===== src/rtl/hls_channel_fifo.sv =====
// hls_channel_fifo
// Synchronous FIFO used as a kernel channel between generated HLS kernels.
// Pushes are accepted while not full and pops while not empty. A popped word
// is registered onto out_data and holds there until the next accepted pop.
//
// Ports:
//   clk          single clock, rising-edge active
//   rst          synchronous active-high reset
//   in_data      write data, sampled on an accepted push
//   write_valid  producer push strobe
//   read_valid   consumer pop strobe
//   out_data     registered data of the most recent pop
//   write_ready  high while count < DEPTH
//   read_ready   high while count > 0
//   count        current occupancy
module hls_channel_fifo #(
  parameter int WIDTH = 32,
  parameter int DEPTH = 16
) (
  input  logic                       clk,
  input  logic                       rst,
  input  logic [WIDTH-1:0]           in_data,
  input  logic                       write_valid,
  input  logic                       read_valid,
  output logic [WIDTH-1:0]           out_data,
  output logic                       write_ready,
  output logic                       read_ready,
  output logic [$clog2(DEPTH+1)-1:0] count
);

  localparam int PTR_W = (DEPTH > 1) ? $clog2(DEPTH) : 1;
  localparam int CNT_W = $clog2(DEPTH + 1);

  localparam logic [PTR_W-1:0] PTR_LAST = PTR_W'(DEPTH - 1);
  localparam logic [CNT_W-1:0] CNT_FULL = CNT_W'(DEPTH);

  // Pointer advance with an explicit wrap so non-power-of-two depths work.
  function automatic logic [PTR_W-1:0] next_ptr(input logic [PTR_W-1:0] ptr);
    logic [PTR_W-1:0] nxt;
    if (ptr == PTR_LAST) begin
      nxt = {PTR_W{1'b0}};
    end else begin
      nxt = ptr + PTR_W'(1);
    end
    return nxt;
  endfunction

  logic [WIDTH-1:0] mem_r [DEPTH];
  logic [PTR_W-1:0] head_r;
  logic [PTR_W-1:0] tail_r;
  logic [CNT_W-1:0] count_r;
  logic [WIDTH-1:0] out_data_r;

  logic             full_s;
  logic             empty_s;
  logic             write_accept_s;
  logic             read_accept_s;

  // Accept decisions use only pre-edge registered state, so a push into an
  // empty FIFO is never bypassed to a same-cycle pop and a push into a full
  // FIFO is dropped even when a pop frees a slot in that same cycle.
  always_comb begin
    full_s         = (count_r == CNT_FULL);
    empty_s        = (count_r == {CNT_W{1'b0}});
    write_accept_s = write_valid && !full_s;
    read_accept_s  = read_valid && !empty_s;
  end

  // Storage array; contents are deliberately left unreset.
  always_ff @(posedge clk) begin
    if (write_accept_s && !rst) begin
      mem_r[tail_r] <= in_data;
    end
  end

  // Pointers, occupancy and the popped-data register; rst beats any strobe.
  always_ff @(posedge clk) begin
    if (rst) begin
      head_r     <= {PTR_W{1'b0}};
      tail_r     <= {PTR_W{1'b0}};
      count_r    <= {CNT_W{1'b0}};
      out_data_r <= {WIDTH{1'b0}};
    end else begin
      if (write_accept_s) begin
        tail_r <= next_ptr(tail_r);
      end
      if (read_accept_s) begin
        head_r     <= next_ptr(head_r);
        out_data_r <= mem_r[head_r];
      end
      case ({write_accept_s, read_accept_s})
        2'b10:   count_r <= count_r + CNT_W'(1);
        2'b01:   count_r <= count_r - CNT_W'(1);
        default: count_r <= count_r;
      endcase
    end
  end

  // Handshake outputs follow the registered occupancy only.
  always_comb begin
    write_ready = !full_s;
    read_ready  = !empty_s;
    count       = count_r;
    out_data    = out_data_r;
  end

endmodule

===== config.mk =====
export PLATFORM = sky130hd
export DESIGN_NAME = hls_channel_fifo
export DESIGN_NICKNAME = d
export VERILOG_FILES = /design/src/rtl/hls_channel_fifo.sv
export SDC_FILE = /design/constraint.sdc
export NUM_CORES = 1
export LEC_CHECK = 0
export CAP_MARGIN = 20
export CORE_AREA = 2 2 168 334
export CTS_BUF_LIST = sky130_fd_sc_hd__clkbuf_16
export DETAILED_ROUTE_END_ITERATION = 8
export DIE_AREA = 0 0 170 336
export SLEW_MARGIN = 20
export SYNTH_ARGS = -nofsm -noshare
export SYNTH_HDL_FRONTEND = slang
export SYNTH_SLANG_ARGS = --single-unit
export TNS_END_PERCENT = 20

===== constraint.sdc =====
create_clock -name clk -period 4.22 [get_ports clk]
set_input_delay 0.844 -clock clk [delete_from_list [all_inputs] [get_ports clk]]
set_output_delay 0.844 -clock clk [all_outputs]
set_load 0.02 [all_outputs]

==> results of run 1 <==
-- through the flow --
stage / hold WS, ns / worst slack [ns]
finish: 0.499 / 1.04
floorplan: 0.544 / 0.177
detailed placement: 0.493 / 0.472
CTS: 0.501 / 1.07
global placement: 0.490 / 0.560
global route: 0.531 / 0.861
-- routing by layer --
layer / part of all wire [%] / wire, um / vias up / global-route usage [%]
li1: - / - / 4903 / -
met3: 3.9 / 1880 / 89 / 2.30
met4: 3.4 / 1660 / 2 / 6.71
met2: 56 / 27000 / 269 / 33.2
met5: 0.029 / 14 / - / 0
met1: 37 / 18000 / 5623 / 19.0
-- state kept, by name (all words and copies together), names as in the netlist --
name	flops
count	5
mem_r	512
out_data	32
head_r	4
tail_r	4
-- layout make-up --
cell class,count,area (um2),area share (%)
Inverter,6,22.5,0.0914
Clock inverter,38,340,1.38
Multi-Input combinational cell,540,4960,20.1
Clock buffer,45,1130,4.57
Timing Repair Buffer,111,1050,4.27
Sequential cell,557,16300,66.1
Tap cell,676,846,3.43
-- worst max-delay path, cell delays in order --
cell,delay (ns)
sky130_fd_sc_hd__clkdlybuf4s50_1,0.53
sky130_fd_sc_hd__inv_1,0.07
sky130_fd_sc_hd__a21oi_1,0.36
sky130_fd_sc_hd__inv_1,0.10
sky130_fd_sc_hd__ha_1,0.30
sky130_fd_sc_hd__fa_1,0.43
sky130_fd_sc_hd__a21o_1,0.19
sky130_fd_sc_hd__a21oi_1,0.19
sky130_fd_sc_hd__mux2i_1,0.24
sky130_fd_sc_hd__mux2_2,0.36
-- where the power goes --
part | switching (mW) | internal [mW]
registers | 0.225 | 6.28
clock network | 1.89 | 2.32
logic | 1.56 | 1.10
total | 3.67 | 9.70
-- placed cells by master (no fill, tap or decap), types with 26 or more instances in the layout --
| cell | instances |
|---|---|
| sky130_fd_sc_hd__edfxtp_1 | 512 |
| sky130_fd_sc_hd__mux2i_1 | 198 |
| sky130_fd_sc_hd__nor2_1 | 78 |
| sky130_fd_sc_hd__o22ai_2 | 30 |
| sky130_fd_sc_hd__buf_4 | 34 |
| sky130_fd_sc_hd__dfxtp_1 | 41 |
| sky130_fd_sc_hd__a311oi_1 | 32 |
| sky130_fd_sc_hd__o21ai_1 | 26 |
| sky130_fd_sc_hd__clkbuf_16 | 45 |
| sky130_fd_sc_hd__mux4_2 | 32 |
| sky130_fd_sc_hd__o22ai_1 | 34 |
| sky130_fd_sc_hd__clkdlybuf4s50_1 | 73 |
| sky130_fd_sc_hd__a221oi_1 | 32 |
-- kinds of logic after synthesis --
logic type               Yosys count  share of synthesized area [%]
buffers and inverters             79                           2.25
adder cells (fa/ha/maj)           10                          0.615
AND/OR/NAND/NOR                  116                           2.31
flip-flops                       557                           75.4
AO/OA/AOI/OAI                    178                           6.64
XOR/XNOR                           5                          0.203
multiplexers                     231                           12.6
-- synthesized netlist by cell type, types with 2 or more instances --
| cell type | number |
|---|---|
| sky130_fd_sc_hd__dfxtp_1 | 45 |
| sky130_fd_sc_hd__nand2b_1 | 2 |
| sky130_fd_sc_hd__buf_2 | 22 |
| sky130_fd_sc_hd__a21o_1 | 2 |
| sky130_fd_sc_hd__o21ai_1 | 26 |
| sky130_fd_sc_hd__nor3_1 | 5 |
| sky130_fd_sc_hd__mux2i_1 | 198 |
| sky130_fd_sc_hd__ha_1 | 9 |
| sky130_fd_sc_hd__edfxtp_1 | 512 |
| sky130_fd_sc_hd__buf_6 | 16 |
| sky130_fd_sc_hd__a211oi_1 | 2 |
| sky130_fd_sc_hd__clkbuf_1 | 23 |
| sky130_fd_sc_hd__mux4_2 | 32 |
| sky130_fd_sc_hd__buf_1 | 3 |
| sky130_fd_sc_hd__a31oi_1 | 2 |
| sky130_fd_sc_hd__o21ai_0 | 6 |
| sky130_fd_sc_hd__buf_4 | 8 |
| sky130_fd_sc_hd__nor2_1 | 91 |
| sky130_fd_sc_hd__inv_1 | 6 |
| sky130_fd_sc_hd__nand3b_1 | 3 |
| sky130_fd_sc_hd__xor2_1 | 4 |
| sky130_fd_sc_hd__a311oi_1 | 32 |
| sky130_fd_sc_hd__a21oi_1 | 6 |
| sky130_fd_sc_hd__nand2_1 | 8 |
| sky130_fd_sc_hd__o22ai_2 | 30 |
| sky130_fd_sc_hd__o211ai_1 | 2 |
| sky130_fd_sc_hd__a41oi_1 | 2 |
| sky130_fd_sc_hd__o22ai_1 | 34 |
| sky130_fd_sc_hd__a221oi_1 | 32 |
-- worst paths after layout --
kind,start,endpoint,cells past startpoint
min,out_data[14],out_data[14],2
min reg2reg,out_data[14],out_data[14],2
max,write_valid,count[4],10
max reg2reg,count[0],count[4],9
==> results.txt, run 1 <==
The run finished with clean final reports. Entering global routing, the biggest net connects 86 pins. The number of top-level pins came out at 75. Based on the critical path, the design can be clocked at up to 0.315 GHz. The number of max-slew violations in the final report is 0.

The number of vias per cell was 5.52. After synthesis, the cell types taking the most area are sky130_fd_sc_hd__edfxtp_1 (71%), sky130_fd_sc_hd__mux2i_1 (9.2%), sky130_fd_sc_hd__dfxtp_1 (4.2%), sky130_fd_sc_hd__mux4_2 (3.3%), sky130_fd_sc_hd__o22ai_2 (1.7%). The die covers 57100 um2.

For this design, the sink count on the clock tree is 557. The type of the worst setup path was input pin to flop. After the first detailed-routing iteration, the DRC count stood at 777. The total of endpoints with negative setup slack in the final report was 0; the antenna diode instance count was 0. During synthesis, Yosys emitted a total of 0 warnings. The number of global-route vias before repair is 11.6k, and the post-synthesis area per instance is 18.4 um2. At the pin with the least slew margin, the transition time is 1.09 ns.

TritonCTS built the clock tree. Counting flops with a built-in enable in the synthesized netlist gives 512. After detailed routing, the number of remaining DRC violations is 0. The number of detailed-routing iterations run before antenna repair was 5; the total power per unit cell area was 543 nW/um2. The number of standard cells in the final layout excluding fillers came out at 1973. Clock latency on the worst-skew pair, taken at its later pin, is 0.58 ns. The distinct cell type count after synthesis is 42. Across the routed clock network, the largest skew measured is 0.0175 ns. The placer's final routability congestion estimate was 0.746. When the netlist entered floorplanning its net count stood at 1222.

The run gives 45.2% as the final standard cell utilization of the core. Setup repair after global routing left no endpoint under its margin. The tools report the synthesized cell area as 21600 um2.

In the global route stage, overall resource usage came out at 17.3%. During placement, the flow inserted port buffers numbering 74. The detailed-placement wirelength estimate was 27500 um; the required time at the worst-slack endpoint was 4.67 ns. In the final design database the tool counted 1307 nets. The routed via count is 10.9k. The worst setup path is launched from an input pin.

The filler cells instantiated in the layout total 4616. Summing the sequential cell areas from Yosys gives 75.4% of the chip area. After layout, the design draws a total of 13.4 mW. In this run the deepest clock path goes through 3 buffers. Counting the buffers created by CTS gives 45.

The worst pin sits at a relative slew slack of 27.2%. The share of post-route cells with drive strength above 1 is 14.6%. Total global routing overflow: 0. The post-route minimum period was 3.18 ns.

The top cell type by area accounts for 71.2% of the synthesized area. Post-synthesis to final-layout area growth: 14.1%. Synthesis produced a netlist whose cell count is 1176. Gates resized during post-CTS repair numbered 0.

The async set or reset register ratio after synthesis was 0%. The logs give 0.379 mV for the worst voltage drop across the vdd grid and 0 for the hold violation total from the final report. The most used flip-flop cell after synthesis is sky130_fd_sc_hd__edfxtp_1. After clock tree synthesis, the setup repair step added 0 buffers. After clock tree synthesis, the clock-pin slew on the worst setup and hold paths is 0.07 ns.

Summing all placed instances gives a cell area of 23200 um2. Setup slack on the worst reg-to-reg path comes out at 1.25 ns. The tools report the leakage component of the power as 7.42 nW. The register bit total from synthesis works out to 557. With fillers left out, the area of the finished cells amounts to 24600 um2. Measured along the x axis, the die boundary spans 170 um.

The number of placed instances, taps included, is 1890. The initial antenna violation count came out at 1. For this design, the CTS-stage hold fixing added 0 buffers. Measured along the y axis, the die boundary spans 336 um. The H-tree generated during clock tree synthesis spans 2 levels. The starting density of the core was 39.6%; the peak fanout along the critical path was 6. Dividing the detail-routed wire length by the instance count gives 24.6 um. After floorplanning, the core was sized to cover 54500 um2. The sum of negative setup slack was 0 ns. Across the run, the number of max-cap violations was 0. The synthesized design spends more area on one cell type than any other, namely sky130_fd_sc_hd__edfxtp_1.

The first global-routing pass estimated 72200 um of wire. The min-delay analysis places its worst path in the category flop to flop. The cell sitting at the root of the clock tree is a sky130_fd_sc_hd__clkbuf_16. The floorplan has 121 rows.

The worst setup path is captured at a flop. Wires add up to 48600 um. The tools report the final antenna-violating net count as 0.

The final worst-path cycle share works out to 75.3%. Data arrival time of the critical path: 3.63 ns.
Note: power is estimated with default switching activity, not from simulation.
==> inputs of run 2 (changes only) <==
- clock period: 4.22 -> 3.1 ns (I/O delays scaled with it)
==> run 2 against run 1 <==
Against the previous run:
- worst hold slack lost 0.0024 ns
- flip-flop and latch count is the same
- critical path depth shrank 7
- total power grew 36%
- global-route usage grew 0.13 points
- cell count grew 0.66%
- register-to-register slack lost 0.86 ns
- clock-buffer cell count shrank 1
- clock skew grew 0.0027 ns
- core utilization grew 0.56 points
- critical path type is now flop to primary output
- largest power group unchanged
==> results.txt, run 2 (same netlist as run 1, synthesis figures left out) <==
The run finished with clean final reports. The number of vias per cell is 5.56 (+0.72%). The number of max-slew violations in the final report came out at 0 (unchanged). The delay of the slowest cell on the worst path is 0.56 ns (+0.03 ns), and the count of placed standard cells including taps is 1905 (+0.79%).

The starting density of the core is 39.6% (unchanged). The placer's final routability congestion estimate is 0.734 (-1.6%). For the register area, the log shows 16300 um2 (unchanged). The tools report the library cell used as clock root buffer as sky130_fd_sc_hd__clkbuf_16. The design internal power is 13.2 mW (+36%), and the worst voltage drop across the vdd grid is 0.393 mV (+3.7%). The clock network latency to the later pin of the worst-skew pair is 0.58 ns (about the same). The cell family contributing the most delay on the critical path is simple AND/OR/NAND/NOR gates. Number of global-route vias before repair: 11.6k (+0.60%). The total power per unit cell area came out at 728 nW/um2 (+34%).

The logs give 24900 um2 (+1.2%) for the final standard cell area without fillers and 121 (unchanged) for the cell row count. Slack of the critical path: 0.310 ns (-0.734 ns). The top cell types in the final layout, fill and taps aside, are sky130_fd_sc_hd__edfxtp_1 (512), sky130_fd_sc_hd__mux2i_1 (198), sky130_fd_sc_hd__nor2_1 (78), sky130_fd_sc_hd__clkdlybuf4s50_1 (73), sky130_fd_sc_hd__clkbuf_16 (44). The net switching power is 5.00 mW (+36%), and the proportion of power drawn by combinational gates is 20.4% (+0.5 points). The critical path buffer and inverter count is 1 (-2), and the share of power burned in registers is 48.7% (about the same).

The wire length after detailed routing was 48900 um (+0.63%). Number of levels the H-tree was split into: 2 (unchanged). For the number of buffers added for setup after CTS, the log shows 0 (unchanged). Relative to the synthesized area, the layout overhead comes to 15.5%. The die extent in y was 336 um (unchanged). The clock-pin transition on the worst setup and hold timing paths works out to 0.07 ns (about the same). For the number of nets in the final layout, the log shows 1321 (+1.1%). TritonCTS built the clock tree. The signal on the critical path passes through nor4_4, nand2_1, clkdlybuf4s50_1. The layout filler cell count is 4598 (-0.39%), and the standard cell area after detailed placement is 23500 um2 (+1.5%). The post-CTS resize count is 0 (unchanged). The path class of the tightest hold or removal check is flop to flop. The number of detailed-routing iterations run before antenna repair was 5 (unchanged). The leakage component of the power was 7.54 nW (+1.6%). Setup repair after global routing left no endpoint under its margin. Switching portion of total power: 27.5% (+0.060 points). The maximum clock path buffer count was 3 (unchanged); the iteration-0 DRC count of the detailed router was 839 (+8.0%).

The initial antenna violation count came out at 2 (+1). Total DRC errors in the routed layout: 0 (unchanged). The critical path is of the flop to primary output type.

The number of sinks driven by the clock tree is 557 (unchanged). The number of CTS-inserted buffers is 44 (-2.2%), and the final worst-path cycle share is 90.0%. The logs give 54500 um2 (unchanged) for the standard cell core area and 11.0k (+1.4%) for the routed via count.

The tools report the final antenna-violating net count as 0 (unchanged). The peak fanout along the critical path is 6 (unchanged), and the number of top-level pins is 75 (unchanged). Count of input and output buffers: 74 (unchanged). The run gives 73100 um (+1.3%) as the first-pass GRT wire length.

The worst path needs 2.79 ns of the cycle, external delays included. The run gives 4960 um2 (+0.13%) as the combined area of the multi-input logic cells. The measured slew at the worst slew-check pin came out at 0.880 ns (-0.209 ns). The worst setup skew after layout was 0.0202 ns (+0.00270 ns). The share of post-route cells with drive strength above 1 is 15.6% (+1.0 points), and the die area is 57100 um2 (unchanged). The flip-flop count of the largest register, all copies and words added came out at 512 (unchanged).

STA classifies the critical path startpoint as a flop. The sum of negative setup slack was 0 ns (unchanged). The standard cell with the maximum stage delay on the critical path was sky130_fd_sc_hd__clkdlybuf4s50_1. The count of max-cap constraint violations was 0 (unchanged); the largest net degree at the start of global routing was 69 (-20%).

The hold violation total from the final report was 0 (unchanged). The tools report the antenna diode instance count as 0 (unchanged). The worst setup path is captured at a primary output. The number of standard cells in the final layout excluding fillers was 1986 (+0.66%); the chip width was 170 um (unchanged). Data arrival time of the critical path: 2.17 ns (-1.46 ns). Static timing analysis puts the maximum clock frequency at 0.358 GHz.

The tools report the post-cts hold buffer count as 0 (unchanged). Portion of total power attributed to the clock network: 30.9% (-0.6 points). Ranked by flip-flop count, first place goes to mem_r. The total global routing overflow was 0 (unchanged); the total of endpoints with negative setup slack in the final report was 0 (unchanged). Most common cell after layout, fill and taps aside: sky130_fd_sc_hd__edfxtp_1. Wire length per cell after detailed routing: 24.6 um (about the same). The tools report the global routing usage summed across all routing layers as 17.4% (+0.13 points).

The detailed-placement wirelength estimate is 27500 um (-0.12%), and the final standard cell utilization of the core is 45.8% (+0.56 points). The worst slew margin relative to its limit was 41.3% (+14 points). Required time at the worst-slack endpoint: 2.48 ns (-2.19 ns). The pre-CTS worst setup slack is -0.126 ns (-0.597 ns).
## run 2: layout make-up
| class | instances | share of cell area [%] |
|---|---|---|
| Clock buffer | 44 | 4.42 |
| Clock inverter | 37 | 1.30 |
| Inverter | 6 | 0.0903 |
| Multi-Input combinational cell | 540 | 19.9 |
| Sequential cell | 557 | 65.3 |
| Tap cell | 676 | 3.39 |
| Timing Repair Buffer | 126 | 5.57 |
## run 2: worst paths after layout
path,start,to,slack [ns],depth (start not counted)
worst min register to register,out_data[12],out_data[12],0.50,2
worst max-delay path,count[0],read_ready,0.31,3
worst min-delay path,out_data[12],out_data[12],0.50,2
worst max register to register,count[0],count[4],0.39,8
## run 2: stage by stage
stage	hold WS (ns)	total power, mW
after detailed placement	0.495	12.8
after CTS	0.505	18.3
final	0.496	18.2
after floorplan	0.544	11.3
after global placement	0.488	12.7
after global routing	0.535	18.9
## run 2: worst min-delay path, cell delays in order, from the launching register on
cell	delay, ns
sky130_fd_sc_hd__dfxtp_1	0.31
sky130_fd_sc_hd__nor2_1	0.09
sky130_fd_sc_hd__a311oi_1	0.05
## run 2: power by group through the flow
stage | clock (mW) | combinational [mW] | sequential, mW
after detailed placement | 0 | 3.75 | 9.02
after global placement | 0 | 3.65 | 9.01
final | 5.61 | 3.70 | 8.84
after global routing | 5.97 | 4.01 | 8.89
after floorplan | 0 | 2.15 | 9.17
after CTS | 5.73 | 3.76 | 8.86
## run 2: metal layers
| metal | routed length, um | global-route usage [%] | share of wire (%) | up-vias |
|---|---|---|---|---|
| met4 | 1180 | 5.60 | 2.4 | 4 |
| li1 | - | - | - | 4929 |
| met1 | 18100 | 19.2 | 37 | 5745 |
| met2 | 27600 | 33.8 | 56 | 278 |
| met5 | 27 | 0 | 0.055 | - |
| met3 | 2010 | 2.52 | 4.1 | 81 |
